### src/rtl/fifo_burst_reader_if.sv
// Bundle of the FIFO read-side and downstream stream signals used by fifo_burst_reader.
// The master modport is the reader's view; slave is the FIFO/consumer environment's view.
interface fifo_burst_reader_if #(
   parameter int DATA_WIDTH = 32,
   parameter int CNT_WIDTH  = 3
);
   logic                  fifo_empty_i;
   logic [CNT_WIDTH-1:0]  fifo_count_i;
   logic [DATA_WIDTH-1:0] fifo_r_data_i;
   logic                  fifo_r_en_o;
   logic                  out_valid_o;
   logic                  out_ready_i;
   logic [DATA_WIDTH-1:0] out_data_o;
   logic                  out_last_o;

   modport master (
      input  fifo_empty_i, fifo_count_i, fifo_r_data_i, out_ready_i,
      output fifo_r_en_o, out_valid_o, out_data_o, out_last_o
   );

   modport slave (
      output fifo_empty_i, fifo_count_i, fifo_r_data_i, out_ready_i,
      input  fifo_r_en_o, out_valid_o, out_data_o, out_last_o
   );
endinterface

### src/rtl/fifo_burst_reader.sv
// Burst read controller: drains a counted FIFO in full bursts or timeout-forced partial bursts.
// Optional burst statistics ports are enabled by defining FIFO_BURST_READER_PERF_EN.
module fifo_burst_reader #(
   parameter int DATA_WIDTH = 32,
   parameter int CNT_WIDTH  = 3,
   parameter int BURST_LEN  = 4,
   parameter int TIMEOUT    = 16
) (
   input  logic                clk,
   input  logic                rst_n,
   fifo_burst_reader_if.master bus
`ifdef FIFO_BURST_READER_PERF_EN
   ,
   output logic [15:0]         burst_cnt_o,
   output logic [15:0]         partial_cnt_o
`endif
);

   localparam int TIMER_W = (TIMEOUT > 1) ? $clog2(TIMEOUT) : 1;
   localparam logic [CNT_WIDTH-1:0] BURST_CNT  = CNT_WIDTH'(BURST_LEN);
   localparam logic [TIMER_W-1:0]   TIMER_LAST = TIMER_W'(TIMEOUT - 1);

   typedef enum logic [1:0] {
      IDLE  = 2'd0,
      WAIT  = 2'd1,
      BURST = 2'd2
   } state_t;

   state_t                state_q, state_d;
   logic [TIMER_W-1:0]    timer_q, timer_d;
   logic [CNT_WIDTH-1:0]  beats_q, beats_d;
   logic [DATA_WIDTH-1:0] data_q, data_d;
   logic                  last_q, last_d;
   logic                  valid_q, valid_d;
   logic                  pop;

   // A pop only happens when the output register is free or being drained this cycle.
   always_comb begin
      state_d = state_q;
      timer_d = timer_q;
      beats_d = beats_q;
      data_d  = data_q;
      last_d  = last_q;
      valid_d = valid_q;
      pop     = (state_q == BURST) && !bus.fifo_empty_i && (beats_q != '0)
                && (!valid_q || bus.out_ready_i);

      unique case (state_q)
         IDLE: begin
            if (bus.fifo_count_i >= BURST_CNT) begin
               state_d = BURST;
               beats_d = BURST_CNT;
            end else if (!bus.fifo_empty_i) begin
               state_d = WAIT;
               timer_d = '0;
            end
         end
         WAIT: begin
            if (bus.fifo_count_i >= BURST_CNT) begin
               state_d = BURST;
               beats_d = BURST_CNT;
            end else if (timer_q == TIMER_LAST) begin
               state_d = BURST;
               beats_d = bus.fifo_count_i;
            end else if (bus.fifo_empty_i) begin
               state_d = IDLE;
            end else begin
               timer_d = timer_q + TIMER_W'(1);
            end
         end
         BURST: begin
            if (pop) begin
               beats_d = beats_q - CNT_WIDTH'(1);
               if (beats_q == CNT_WIDTH'(1)) begin
                  state_d = IDLE;
               end
            end else if (beats_q == '0) begin
               state_d = IDLE;
            end
         end
         default: state_d = IDLE;
      endcase

      if (pop) begin
         data_d  = bus.fifo_r_data_i;
         last_d  = (beats_q == CNT_WIDTH'(1));
         valid_d = 1'b1;
      end else if (bus.out_ready_i) begin
         valid_d = 1'b0;
      end
   end

`ifdef FIFO_BURST_READER_PERF_EN
   logic        burst_entry;
   logic        full_start;
   logic        partial_start;
   logic [15:0] burst_cnt_q, partial_cnt_q;

   // A burst entered with fewer than BURST_LEN entries can only be the timeout path.
   assign burst_entry   = (state_q != BURST) && (state_d == BURST);
   assign full_start    = burst_entry && (bus.fifo_count_i >= BURST_CNT);
   assign partial_start = burst_entry && (bus.fifo_count_i < BURST_CNT);
   assign burst_cnt_o   = burst_cnt_q;
   assign partial_cnt_o = partial_cnt_q;
`endif

   always_ff @(posedge clk or negedge rst_n) begin
      if (!rst_n) begin
         state_q       <= IDLE;
         timer_q       <= '0;
         beats_q       <= '0;
         data_q        <= '0;
         last_q        <= 1'b0;
         valid_q       <= 1'b0;
`ifdef FIFO_BURST_READER_PERF_EN
         burst_cnt_q   <= '0;
         partial_cnt_q <= '0;
`endif
      end else begin
         state_q       <= state_d;
         timer_q       <= timer_d;
         beats_q       <= beats_d;
         data_q        <= data_d;
         last_q        <= last_d;
         valid_q       <= valid_d;
`ifdef FIFO_BURST_READER_PERF_EN
         burst_cnt_q   <= burst_cnt_q + 16'(full_start);
         partial_cnt_q <= partial_cnt_q + 16'(partial_start);
`endif
      end
   end

   assign bus.fifo_r_en_o = pop;
   assign bus.out_valid_o = valid_q;
   assign bus.out_data_o  = data_q;
   assign bus.out_last_o  = last_q;

endmodule

### src/flat_wrapper.sv
// flat-port wrapper written by rule: the top's interface ports become plain ports
module fifo_burst_reader_flat 
#(
   parameter int DATA_WIDTH = 32,
   parameter int CNT_WIDTH  = 3,
   parameter int BURST_LEN  = 4,
   parameter int TIMEOUT    = 16
)
  (clk, rst_n, bus_fifo_empty_i, bus_fifo_count_i, bus_fifo_r_data_i, bus_out_ready_i, bus_fifo_r_en_o, bus_out_valid_o, bus_out_data_o, bus_out_last_o);
  fifo_burst_reader_if #(.DATA_WIDTH(DATA_WIDTH), .CNT_WIDTH(CNT_WIDTH)) bus_i ();
  input  logic clk;
  input  logic rst_n;
  input wire logic [$bits(bus_i.fifo_empty_i)-1:0] bus_fifo_empty_i;
  input wire logic [$bits(bus_i.fifo_count_i)-1:0] bus_fifo_count_i;
  input wire logic [$bits(bus_i.fifo_r_data_i)-1:0] bus_fifo_r_data_i;
  input wire logic [$bits(bus_i.out_ready_i)-1:0] bus_out_ready_i;
  output wire logic [$bits(bus_i.fifo_r_en_o)-1:0] bus_fifo_r_en_o;
  output wire logic [$bits(bus_i.out_valid_o)-1:0] bus_out_valid_o;
  output wire logic [$bits(bus_i.out_data_o)-1:0] bus_out_data_o;
  output wire logic [$bits(bus_i.out_last_o)-1:0] bus_out_last_o;
  assign bus_i.fifo_empty_i = bus_fifo_empty_i;
  assign bus_i.fifo_count_i = bus_fifo_count_i;
  assign bus_i.fifo_r_data_i = bus_fifo_r_data_i;
  assign bus_i.out_ready_i = bus_out_ready_i;
  assign bus_fifo_r_en_o = bus_i.fifo_r_en_o;
  assign bus_out_valid_o = bus_i.out_valid_o;
  assign bus_out_data_o = bus_i.out_data_o;
  assign bus_out_last_o = bus_i.out_last_o;
  fifo_burst_reader #(.DATA_WIDTH(DATA_WIDTH), .CNT_WIDTH(CNT_WIDTH), .BURST_LEN(BURST_LEN), .TIMEOUT(TIMEOUT)) u_core (.clk(clk), .rst_n(rst_n), .bus(bus_i));
endmodule
### config.mk
export PLATFORM = sky130hd
export DESIGN_NAME = fifo_burst_reader_flat
export DESIGN_NICKNAME = d
export VERILOG_FILES = /design/src/rtl/fifo_burst_reader_if.sv /design/src/rtl/fifo_burst_reader.sv /design/src/flat_wrapper.sv
export SDC_FILE = /design/constraint.sdc
export NUM_CORES = 1
export LEC_CHECK = 0
export CAP_MARGIN = 20
export CORE_MARGIN = 3
export CORE_UTILIZATION = 44
export DETAILED_ROUTE_END_ITERATION = 10
export PLACE_DENSITY = 0.8
export SYNTH_ARGS = -nofsm -noshare
export SYNTH_HDL_FRONTEND = slang
export SYNTH_SLANG_ARGS = --single-unit
### constraint.sdc
create_clock -name clk -period 2.3 [get_ports clk]
set_clock_uncertainty 0.05 [all_clocks]
set_input_delay 0.46 -clock clk [delete_from_list [all_inputs] [get_ports clk]]
set_output_delay 0.46 -clock clk [all_outputs]
set_load 0.02 [all_outputs]
==> results of run 1 <==
[layout make-up]
type	count	area, sq um
fillers	287	1290
clock buffers	6	82.6
multi-input cells	91	816
inverters	10	37.5
clock inverters	1	5.00
well taps	50	62.6
repair buffers	80	778
flip-flops and latches	43	1080
[worst reg2reg max path, delay by kind of cell, from the launching register on]
kind                       cells  cell delay, ps
and+or+nand+nor                1             290
adders and majority gates      1             190
DFF                            1             430
muxes                          1             410
buffers and inverters          3             600
[per-stage QoR]
| stage | util (%) | total power, W |
|---|---|---|
| after floorplan | - | 0.00236 |
| after global placement | 66.8 | 0.00318 |
| after detailed placement | 66.8 | 0.00328 |
| after CTS | 68.9 | 0.00375 |
| after global routing | 69.0 | 0.00394 |
| final | 69.0 | 0.00370 |
[report_power, final]
part           leakage [nW]  total, W  internal, W  switching [W]
sequential            0.533   0.00130      0.00111       0.000189
clock                0.0470  0.000462     0.000235       0.000227
combinational         0.667   0.00194     0.000994       0.000948
total                  1.25   0.00370      0.00234        0.00136
[cell families (layout without fill, tap and decap cells)]
logic type | count (synthesis) | in the layout | share of synthesized area [%]
xor gates and xnor gates | 1 | 1 | 0.447
adders and majority gates | 8 | 8 | 5.10
muxes | 36 | 36 | 20.5
and+or+nand+nor | 26 | 26 | 7.65
buffers and inverters | 14 | 97 | 4.02
DFF | 43 | 43 | 54.8
AOI/OAI and AO/OA | 20 | 20 | 7.46
[flip-flops by register name, summed over array words and instances (netlist names)]
| signal | count |
|---|---|
| u_core.beats_q | 3 |
| u_core.bus.out_data_o | 32 |
| u_core.bus.out_last_o | 1 |
| u_core.bus.out_valid_o | 1 |
| u_core.state_q | 2 |
| u_core.timer_q | 4 |
[Yosys cell counts (all sizes together) (2+ instances only)]
cell type	n	area share, %
dfrtp	43	55
mux2	33	19
inv	10	1.9
ha	8	5.1
buf	4	2.1
nand2	4	0.77
nand2b	4	1.3
a21oi	3	0.77
mux2i	3	1.5
nand4	3	0.96
nor2	3	0.57
nor3	3	0.77
o211ai	3	1.1
o21ai	3	0.77
nand3	2	0.51
nor2b	2	0.64
[routing by layer]
metal / routed length [um] / global-route usage, %
met1: 1880 / 22.6
met5: 0 / 0
met3: 387 / 4.68
met2: 2090 / 29.6
met4: 61 / 6.35
[worst max-delay path by stage]
stage,slack (ps),from,cells past startpoint,endpoint
after global placement,-70,bus_out_ready_i,4,bus_fifo_r_en_o
after detailed placement,-100,bus_out_ready_i,4,bus_fifo_r_en_o
after floorplan,420,u_core.state_q[0]$_DFFE_PN0P_,6,bus_fifo_r_en_o
after CTS,50,u_core.state_q[0]$_DFFE_PN0P_,5,bus_fifo_r_en_o
final,100,u_core.state_q[0]$_DFFE_PN0P_,5,bus_fifo_r_en_o
after global routing,10,u_core.state_q[0]$_DFFE_PN0P_,5,bus_fifo_r_en_o
==> impl_metrics.ini, run 1 <==
[detailed_routing]
avgRoutedWirePerCell_um = 15.7
detailedRoute.firstPassIterationCount = 4
via_count = 1456
routed_via_density = 5.18
drt-initial-drc-count = 38
drt_drc_violations_left = 0
finalWirelength_um = 4420
drtAntennaViolNets = 0

[timing]
fin_crit_ps = 2200
report.final.slew_viol_count = 0
fin_setup_tns_ps = 0
hold_slack_ps = 78.3
part_of_the_cycle_the_worst_path_needs_pct = 95.8
worst_rel_slew_slack_pct = 67.1
hold_fails_final_rpt = 0
rsz0062_at_grt = false
worst_setup_slack_after_layout_ps = 96.7
worst_pin_slew_ps = 493
maxClockFrequency_mhz = 454
setup-violations-final = 0

[cells_and_area]
area_delta_synth_final_pct = 45.7
fraction_of_layout_instances_using_a_drive_strength_above_1_pct = 8.23
layout_commonest_cell = clkdlybuf4s50_1
design.final.nets = 278
instances_no_fill = 281
antenna-diode-count = 0
most-common-layout-cells = 71 x clkdlybuf4s50_1, 43 x dfrtp_1, 33 x mux2_1
stdcell_area_sq_um = 2860

[global_routing]
grt_start_max_net_pins = 37
vias_in_the_first_global_route = 1503
number_of_antenna_violations_at_the_first_check_in_global_routing = 0
global_route.overflow_total = 0
grt_pass1_wl_um = 7240
grt_usage_pct = 17.8

[clock_network]
clkLatencyLatePin_ps = 290
clock_path_buffers = 2
cts_tree = yes
tritoncts_num_sinks = 43
cts_hold_buffers = 0
cts_root_buffer = clkbuf_8
h-tree-depth = 2
post_cts_buffers = 0
cts_buffers = 5
ctsResizeCount = 1
cts_clk_pin_slew_worst_paths_ps = 70

[setup_path]
critical_path.endpoint_type = output port
cp_slowest_stage_delay_ps = 430
cpMaxStageDelayCell = dfrtp_1
timing.critical_path.mode_cell = inv_2
path_cells = inv_2 > ha_1 > inv_2 > nor4b_4 > clkdlybuf4s15_1
startpoint_type = flip-flop
rr_startpoint = u_core.state_q[0]$_DFFE_PN0P_
arrival_ps = 1690
reg2reg_depth = 6
regToRegSetupSlack_ps = 210
critical_path_class = flip-flop to output port
critical_path.n_buffers_inverters = 3
cp_top_family = buffers and inverters
r2r_end = u_core.bus.out_data_o[28]$_DFFE_PN0P_
critPathRequiredTime_ps = 1790
timing.critical_path.fanout_max = 4

[yosys]
ys_types = 36
dominantRegCellSynth = dfrtp_1
synth_enable_flop_cells = 0
ys_ff_latch = 43
asyncSetResetFlopFracSynth_pct = 100
post_syn_nets = 195
yosys_warnings = 0
netlist_area_sq_um = 1960
synth.avg_cell_area_sq_um = 13.3
postSynthCellCount = 148
synth-seq-area-share_pct = 54.8

[placement]
io_buffers = 73
gpl.final_weighted_congestion = 0.831
postPlaceCellArea_sq_um = 2770
dp_hpwl_um = 3400
placedCellCount = 274
dp_worst_setup_slack_ps = -104

[run_status]
run_status = complete, no violations

[floorplan]
placeableCoreArea_sq_um = 4140
fp-row-count = 23
dieWidth_um = 72.8
initial_utilization_pct = 47.3
fp.dieArea_sq_um = 5300
die_height_um = 72.8
ios = 74

[power_and_ir_drop]
total_leakage_power_nw = 1.25
vdd.ir_drop.worst_mv = 0.610
cellPowerDensity_nw_per_um2 = 1300

[flow_run]
max_cap_viol_count = 0

[hold_path]
min-delay-path-class = primary input to asynchronous set/reset pin
(Power assumes the default switching activity.)
==> run 2, diff against run 1 <==
==> constraint.sdc (replaced) <==
create_clock -name clk -period 2.3 [get_ports clk]
set_clock_uncertainty 0.05 [all_clocks]
set_input_delay 0.345 -clock clk [delete_from_list [all_inputs] [get_ports clk]]
set_output_delay 0.345 -clock clk [all_outputs]
set_load 0.02 [all_outputs]
==> impl_metrics.ini, run 2 (synthesis results as in run 1) <==
[run_status]
run_status = complete, no violations

[placement]
postPlaceCellArea_sq_um = 2730
dp_worst_setup_slack_ps = 103
gpl.final_weighted_congestion = 0.857
dp_hpwl_um = 3510
io_buffers = 73

[floorplan]
initial_utilization_pct = 47.3
die_height_um = 72.8
fp.dieArea_sq_um = 5300
ios = 74
fp-row-count = 23
dieWidth_um = 72.8
placeableCoreArea_sq_um = 4140

[detailed_routing]
avgRoutedWirePerCell_um = 16.0
finalWirelength_um = 4440
routed_via_density = 5.25
via_count = 1455
drtAntennaViolNets = 0
drt_drc_violations_left = 0
detailedRoute.firstPassIterationCount = 4
drt-initial-drc-count = 62

[timing]
report.final.slew_viol_count = 0
rsz0062_at_grt = false
fin_setup_tns_ps = 0
setup-violations-final = 0
part_of_the_cycle_the_worst_path_needs_pct = 95.3
hold_fails_final_rpt = 0
fin_crit_ps = 2190
worst_rel_slew_slack_pct = 38.2
maxClockFrequency_mhz = 456
worst_setup_slack_after_layout_ps = 109
worst_pin_slew_ps = 927

[power_and_ir_drop]
total_leakage_power_nw = 1.24
cellPowerDensity_nw_per_um2 = 1350
vdd.ir_drop.worst_mv = 0.842
total_power_w = 0.00388

[cells_and_area]
layout_commonest_cell = clkdlybuf4s50_1
largest_reg_flops = 32
area_used_by_multi_input_combinational_logic_sq_um = 816
most-common-layout-cells = 71 x clkdlybuf4s50_1, 43 x dfrtp_1, 33 x mux2_1
fraction_of_layout_instances_using_a_drive_strength_above_1_pct = 6.17
area_delta_synth_final_pct = 46.2
stdcell_area_sq_um = 2870
design.final.nets = 273
final-seq-area_sq_um = 1080
antenna-diode-count = 0
fillCellCount = 296

[clock_network]
cts_tree = yes
cts_hold_buffers = 0
h-tree-depth = 2
cts_buffers = 5
clkLatencyLatePin_ps = 280
tritoncts_num_sinks = 43
clock_path_buffers = 2
ctsResizeCount = 1
cts_root_buffer = clkbuf_8
post_cts_buffers = 0
cts_clk_pin_slew_worst_paths_ps = 80

[setup_path]
timing.critical_path.fanout_max = 5
startpoint_type = flip-flop
critical_path.endpoint_type = output port
critPathRequiredTime_ps = 1900
r2r_end = u_core.bus.out_data_o[30]$_DFFE_PN0P_
regToRegSetupSlack_ps = 230
reg2reg_depth = 6
critical_path_class = flip-flop to output port
rr_startpoint = u_core.state_q[0]$_DFFE_PN0P_
arrival_ps = 1800

[global_routing]
vias_in_the_first_global_route = 1507
number_of_antenna_violations_at_the_first_check_in_global_routing = 0
grt_usage_pct = 17.5
grt_pass1_wl_um = 7180
grt_start_max_net_pins = 44
global_route.overflow_total = 0

[flow_run]
max_cap_viol_count = 0

[hold_path]
min-delay-path-class = primary input to asynchronous set/reset pin
==> run 2: final cells by class <==
type                            count  area share, %
Multi-Input combinational cell     91           28.4
Tap cell                           50           2.18
Clock inverter                      2           2.09
Timing Repair Buffer               75           25.9
Inverter                           10           1.31
Clock buffer                        6           2.53
Sequential cell                    43           37.5
==> run 2: power by group <==
part / switching [W] / leakage [nW] / internal, W
clock: 0.000236 / 0.0654 / 0.000434
sequential: 0.000196 / 0.533 / 0.00111
combinational: 0.000943 / 0.643 / 0.000963
==> run 2: worst max-delay path by stage <==
stage,start,to,cells past startpoint
CTS,u_core.state_q[0]$_DFFE_PN0P_,bus_fifo_r_en_o,5
global placement,bus_out_ready_i,bus_fifo_r_en_o,4
global route,u_core.state_q[0]$_DFFE_PN0P_,bus_fifo_r_en_o,5
detailed placement,bus_out_ready_i,u_core.beats_q[0]$_DFFE_PN0P_,6
finish,u_core.state_q[0]$_DFFE_PN0P_,bus_fifo_r_en_o,5
floorplan,u_core.state_q[0]$_DFFE_PN0P_,u_core.bus.out_data_o[12]$_DFFE_PN0P_,7
==> run 2: layer usage <==
layer	vias up	GRT usage, %	wire length, um
met5	-	0	0
met4	0	6.35	61
met3	6	3.17	325
met2	64	30.4	2220
met1	707	21.9	1830
li1	678	-	-
==> run 2: per-stage QoR <==
stage          hold slack, ps  cells  utilization (%)
6_report                  152    277             69.2
5_1_grt                   214    277             69.2
4_1_cts                   178    277             69.1
3_5_place_dp              425    269             65.9
3_3_place_gp              418    269             65.9
2_1_floorplan          -0.591    148                -
==> run 2: critical path: stages, from the launching register on <==
cell	delay, ps
dfrtp_1	430
inv_2	100
ha_1	230
inv_2	90
nor4b_4	310
clkdlybuf4s15_1	350
